`src/rtl/timer_counter.sv`:
```
`default_nettype none
// ============================================================================
// Module   : timer_counter
// Purpose  : Memory-mapped 32-bit down-counting timer (one TC window) with
//            one-shot / auto-reload modes and a maskable interrupt request.
//            Word map: 0 CTRL {IM, Mode[1:0], En}, 1 PRESET, 2 COUNT (RO),
//            3 reserved (reads 0, writes ignored).
// Options  : TC_AUTORELOAD_EN - when defined, Mode 01 reloads and restarts
//            after expiry; when undefined every mode behaves as one-shot.
// Revision : 1.0 - initial release
// ============================================================================
module timer_counter #(
  parameter logic [31:0] BASE = 32'h0000_7F00
) (
  input  logic        clk,
  input  logic        reset_n,
  input  logic [3:2]  Addr,
  input  logic        WE,
  input  logic [31:0] Din,
  output logic [31:0] Dout,
  output logic        IRQ
);

  // --------------------------------------------------------------------------
  // Register offsets and FSM encoding
  // --------------------------------------------------------------------------
  localparam logic [1:0] c_off_ctrl   = 2'd0;
  localparam logic [1:0] c_off_preset = 2'd1;
  localparam logic [1:0] c_off_count  = 2'd2;

  localparam logic [1:0] ST_IDLE = 2'd0;
  localparam logic [1:0] ST_LOAD = 2'd1;
  localparam logic [1:0] ST_CNT  = 2'd2;
  localparam logic [1:0] ST_INT  = 2'd3;

  // CTRL bit positions
  localparam int c_bit_en = 0;
  localparam int c_bit_im = 3;

  // --------------------------------------------------------------------------
  // State
  // --------------------------------------------------------------------------
  logic [1:0]  state_q,    state_d;
  logic [3:0]  ctrl_q,     ctrl_d;
  logic [31:0] preset_q,   preset_d;
  logic [31:0] count_q,    count_d;
  logic        irq_flag_q, irq_flag_d;

  logic [1:0]  word_off;
  logic        en;
  logic        reload_sel;
  logic        cpu_wr_ctrl;
  logic        cpu_wr_preset;

  // The bridge hands over raw address bits [3:2]; the window is normally
  // 16-byte aligned so this subtraction folds away, but it keeps the offset
  // correct should the window ever sit on a non-16-byte word boundary.
  assign word_off = Addr - BASE[3:2];

  assign en            = ctrl_q[c_bit_en];
  assign cpu_wr_ctrl   = WE && (word_off == c_off_ctrl);
  assign cpu_wr_preset = WE && (word_off == c_off_preset);

`ifdef TC_AUTORELOAD_EN
  // Only Mode 01 reloads; 1x is treated like one-shot.
  assign reload_sel = (ctrl_q[2:1] == 2'b01);
`else
  // Mode bits stay writable/readable for software, but never select reload.
  assign reload_sel = 1'b0;
`endif

  // Next-state: FSM update first, then CPU writes override where they collide.
  always_comb begin
    state_d    = state_q;
    ctrl_d     = ctrl_q;
    preset_d   = preset_q;
    count_d    = count_q;
    irq_flag_d = irq_flag_q;

    unique case (state_q)
      ST_IDLE: begin
        if (en) begin
          state_d = ST_LOAD;
        end
      end

      ST_LOAD: begin
        // preset_q is the pre-edge value, so a same-edge PRESET write is
        // only seen by the following LOAD.
        count_d = preset_q;
        state_d = ST_CNT;
      end

      ST_CNT: begin
        if (!en) begin
          state_d = ST_IDLE;
        end else if (count_q > 32'd1) begin
          count_d = count_q - 32'd1;
        end else begin
          // Covers both 1 and 0, so the counter never wraps below zero.
          count_d    = 32'd0;
          irq_flag_d = 1'b1;
          state_d    = ST_INT;
        end
      end

      ST_INT: begin
        if (reload_sel) begin
          irq_flag_d = 1'b0;
          state_d    = ST_LOAD;
        end else begin
          ctrl_d[c_bit_en] = 1'b0;
          state_d          = ST_IDLE;
        end
      end

      default: begin
        state_d = ST_IDLE;
      end
    endcase

    // A CTRL store replaces the whole field (including En cleared by INT)
    // and acknowledges any pending interrupt on the same edge.
    if (cpu_wr_ctrl) begin
      ctrl_d     = Din[3:0];
      irq_flag_d = 1'b0;
    end

    if (cpu_wr_preset) begin
      preset_d = Din;
    end
  end

  // State registers with asynchronous active-low reset.
  always_ff @(posedge clk or negedge reset_n) begin
    if (!reset_n) begin
      state_q    <= ST_IDLE;
      ctrl_q     <= 4'd0;
      preset_q   <= 32'd0;
      count_q    <= 32'd0;
      irq_flag_q <= 1'b0;
    end else begin
      state_q    <= state_d;
      ctrl_q     <= ctrl_d;
      preset_q   <= preset_d;
      count_q    <= count_d;
      irq_flag_q <= irq_flag_d;
    end
  end

  // Zero-latency read mux; the bridge registers Dout with other load data.
  always_comb begin
    Dout = 32'd0;
    unique case (word_off)
      c_off_ctrl:   Dout = {28'd0, ctrl_q};
      c_off_preset: Dout = preset_q;
      c_off_count:  Dout = count_q;
      default:      Dout = 32'd0;
    endcase
  end

  assign IRQ = irq_flag_q & ctrl_q[c_bit_im];

endmodule
`default_nettype wire
```
`config.mk`:
```
export PLATFORM = sky130hd
export DESIGN_NAME = timer_counter
export DESIGN_NICKNAME = d
export VERILOG_FILES = /design/src/rtl/timer_counter.sv
export SDC_FILE = /design/constraint.sdc
export NUM_CORES = 1
export LEC_CHECK = 0
export BUFFER_PORTS_ARGS = -buffer_cell sky130_fd_sc_hd__buf_2
export CAP_MARGIN = 15
export CORE_AREA = 3 3 85 87
export CTS_CLUSTER_SIZE = 12
export DETAILED_ROUTE_END_ITERATION = 7
export DIE_AREA = 0 0 88 90
export PLACE_DENSITY_LB_ADDON = 0.08
export SLEW_MARGIN = 20
export SYNTH_ARGS = -nofsm -noshare
export SYNTH_HDL_FRONTEND = slang
export SYNTH_SLANG_ARGS = --single-unit
```
`constraint.sdc`:
```
create_clock -name clk -period 6.9 [get_ports clk]
set_input_delay 1.38 -clock clk [delete_from_list [all_inputs] [get_ports clk]]
set_output_delay 1.38 -clock clk [all_outputs]
set_load 0.02 [all_outputs]
```
==> summary.md <==
| Metric | Value |
|---|---|
| Status | `finished, final reports clean` |
| Sw frac | `43.02%` |
| CTS H-tree depth | `3` |
| Gate Count Post-Synth | `393` |
| Rel. slew slack | `35.26%` |
| Area delta synth->final | `14.21%` |
| Worst EP required | `5.52 ns` |
| Clock power share | `16.2%` |
| Placer Congestion | `0.8552` |
| Initial Util | `61.95%` |
| Hold-fix buffers, CTS | `0` |
| Sequential fraction of the synthesis area | `44.65%` |
| IO Count | `70` |
| Crit share post-route | `62.19%` |
| Syn_area_per_cell | `10.12 um^2` |
| Most used DFF post-synth | `dfrtp_1` |
| Num CTS Buffers | `9` |
| Longest Clk Path Bufs | `2` |
| Yosys warns | `0` |
| Register bit count reported by yosys | `71` |
| Hold Crit Class | `register to register` |
| Clk_lat worst skew | `0.34 ns` |
| Antenna diodes | `0` |
| Peak Freq | `0.2330 GHz` |
| Asr flop ratio synth | `100.0%` |
| Number of DRC markers in iteration 0 | `239` |
| Largest net degree at the start of global routing | `72` |
| Max-slew violations | `0` |
| WL per Instance | `19.45 um` |
| Startpoint types | `primary input` |
| Initial DRT Pass Iterations | `5` |
| Vias in the first global route | `3500` |
| Tmin final | `4.291 ns` |
| Die W | `88 um` |
| Worst hold slack | `0.5109 ns` |
| Max Cap Violations | `0` |
| Clock Skew | `0.007256 ns` |
| Final ANT Viol Nets | `0` |
| Chip height | `90 um` |
| Post-Syn Area | `3979 um^2` |
| Critical path type | `primary input to output pin` |
| PortBufs | `69` |
| Final HPWL DP | `6900 um` |
| Routed wire length | `10410 um` |
| Internal | `0.0009779 W` |
| Clk root buf | `clkbuf_8` |
| Post-cts sizing count | `0` |
| VDD IR max | `0.0001690 V` |
| # Post-CTS Setup Buffers | `0` |
| CTS tree | `yes` |
| Net switching power | `0.0007383 W` |
| DP Area | `4373 um^2` |
| Leak | `1.973 nW` |
| Mapped Nets | `432` |
| CTS clk-pin slew, worst paths | `0.07 ns` |
| Seq pwr share | `44.2%` |
| Die ar. | `7920 um^2` |
| Final Hold Viols | `0` |
| Routed vias | `3572` |
| Vias per cell | `6.677` |
| Num rows | `29` |
| Setup crit end kind | `output pin` |
| DRC violations left | `0` |
| Nets | `492` |
| Power Dens Cells | `377.7 nW/um^2` |
| First-pass GRT wire length | `17150 um` |
| Initial antenna violation count | `0` |
| Fin Setup TNS | `0 ns` |
| Crit-path max FO | `17` |
| Slew @ Worst Pin | `0.9701 ns` |
| Grt ovf | `0` |
| Unrepaired setup endpoints after global routing | `false` |
| Core box area | `6422 um^2` |
| Library cells used by synthesis | `54` |
| Total GRT Usage | `27.20%` |
| Gate power share | `39.6%` |
| Post-synth top area cell | `dfrtp_1` |
| Synth area leaders | `dfrtp_1 (45%), mux2_2 (9.9%), a22o_1 (6.2%)` |
| Arrival time worst endpoint | `2.91 ns` |
| EDFF count, synth | `0` |
| Final setup viols | `0` |
| Layout Cell Area excl Fill | `4544 um^2` |
| Clock sink total | `71` |
| Yosys top cell area share | `44.65%` |
| Share of layout cells above drive strength 1 | `31.44%` |
==> metal layers <==
metal	wire length, um	GRT usage [%]
met1	4287	36.75
met4	260	11.38
met3	872	4.388
met5	0	0
met2	4986	42.96
==> flip-flops by register name, indices dropped and copies added, names as in the netlist <==
signal	flops
count_q	32
ctrl_q	4
irq_flag_q	1
preset_q	32
state_q	2
==> metrics by stage <==
step           util, %  setup WS (ns)  power [W]  cells
2_1_floorplan        -          2.870   0.001218    393
3_3_place_gp     68.09          2.724   0.001395    518
3_5_place_dp     68.09          2.643   0.001420    518
4_1_cts          70.52          2.645   0.001700    534
5_1_grt          70.76          2.543   0.001834    535
6_report         70.76          2.609   0.001716    535
==> cell type report <==
type,count,area (um^2)
clock buffer,11,131.4
clock inverter,5,25.02
fill,518,1878
inverter,7,26.28
multi-input combinational,289,2091
sequential,71,1777
tap,77,96.34
timing repair buffer,75,397.9
==> layout by cell type (no fill, tap or decap), drive strengths merged, types with 2 or more instances in the layout <==
cell type / instances
nand2: 34
or2: 3
clkinv: 5
o21ai: 17
dfrtp: 71
nand2b: 3
clkbuf: 11
mux2i: 4
o41ai: 2
and2: 2
nand4: 5
nor3: 5
a22o: 28
a22oi: 8
mux2: 35
a31oi: 2
o311ai: 8
o221ai: 2
a2bb2oi: 2
nor4: 8
a21oi: 19
nand3b: 3
nand3: 21
nor2b: 3
or4: 10
a211o: 3
or3: 7
buf: 75
nor2: 17
and3: 4
a221o: 2
inv: 7
nor3b: 5
a32oi: 3
o211ai: 14
ha: 2
==> synth_stat cells (2+ instances only) <==
cell	instances
a211o_1	3
a21oi_1	19
a221o_1	2
a22o_1	28
a22oi_1	8
a2bb2oi_1	2
a32oi_1	3
and2_1	2
and3_1	4
buf_1	4
buf_2	3
clkbuf_1	17
dfrtp_1	71
ha_1	2
inv_1	7
mux2_2	35
mux2i_1	4
nand2_1	34
nand2b_1	3
nand3_1	21
nand3b_1	3
nand4_1	5
nor2_1	17
nor2b_1	3
nor3_1	4
nor3b_1	5
nor4_1	4
nor4_2	3
o211ai_1	13
o21ai_0	13
o21ai_1	4
o221ai_1	2
o311ai_0	7
o41ai_1	2
or2_2	3
or3_1	7
or4_1	7
or4_4	3
==> kinds of logic after synthesis <==
group	share of synthesized area, %
simple gates	18.68
mux	10.91
flops	44.65
buf+inv	3.490
compound gates	21.64
fa+ha+maj	0.6288
==> worst max-delay path: stages <==
cell and delay [ns]:
buf_2 0.15, nor2b_2 0.66, buf_4 0.36, a22o_1 0.18
buf_2 0.16
==> power by group through the flow <==
stage	combinational [W]	sequential, W	clock [W]
6_report	0.000679	0.000759	0.000279
3_5_place_dp	0.000663	0.000757	0
4_1_cts	0.000667	0.000751	0.000282
2_1_floorplan	0.000536	0.000682	0
3_3_place_gp	0.000644	0.000751	0
5_1_grt	0.000746	0.000785	0.000303
==> final timing paths <==
| check | slack, ns | depth (start not counted) | to | from |
|---|---|---|---|---|
| max in group asynchronous | 5.08 | 2 | count_q[16]$_DFFE_PN0P_ | reset_n |
| min in group asynchronous | 1.25 | 2 | ctrl_q[2]$_DFFE_PN0P_ | reset_n |
| hold / removal | 0.51 | 1 | ctrl_q[1]$_DFFE_PN0P_ | ctrl_q[1]$_DFFE_PN0P_ |
| hold reg to reg | 0.51 | 1 | ctrl_q[1]$_DFFE_PN0P_ | ctrl_q[1]$_DFFE_PN0P_ |
| setup reg to reg | 4.11 | 5 | count_q[2]$_DFFE_PN0P_ | count_q[10]$_DFFE_PN0P_ |
| setup / recovery | 2.61 | 5 | Dout[6] | Addr[2] |
No activity file was read; power rests on OpenSTA's default activity.
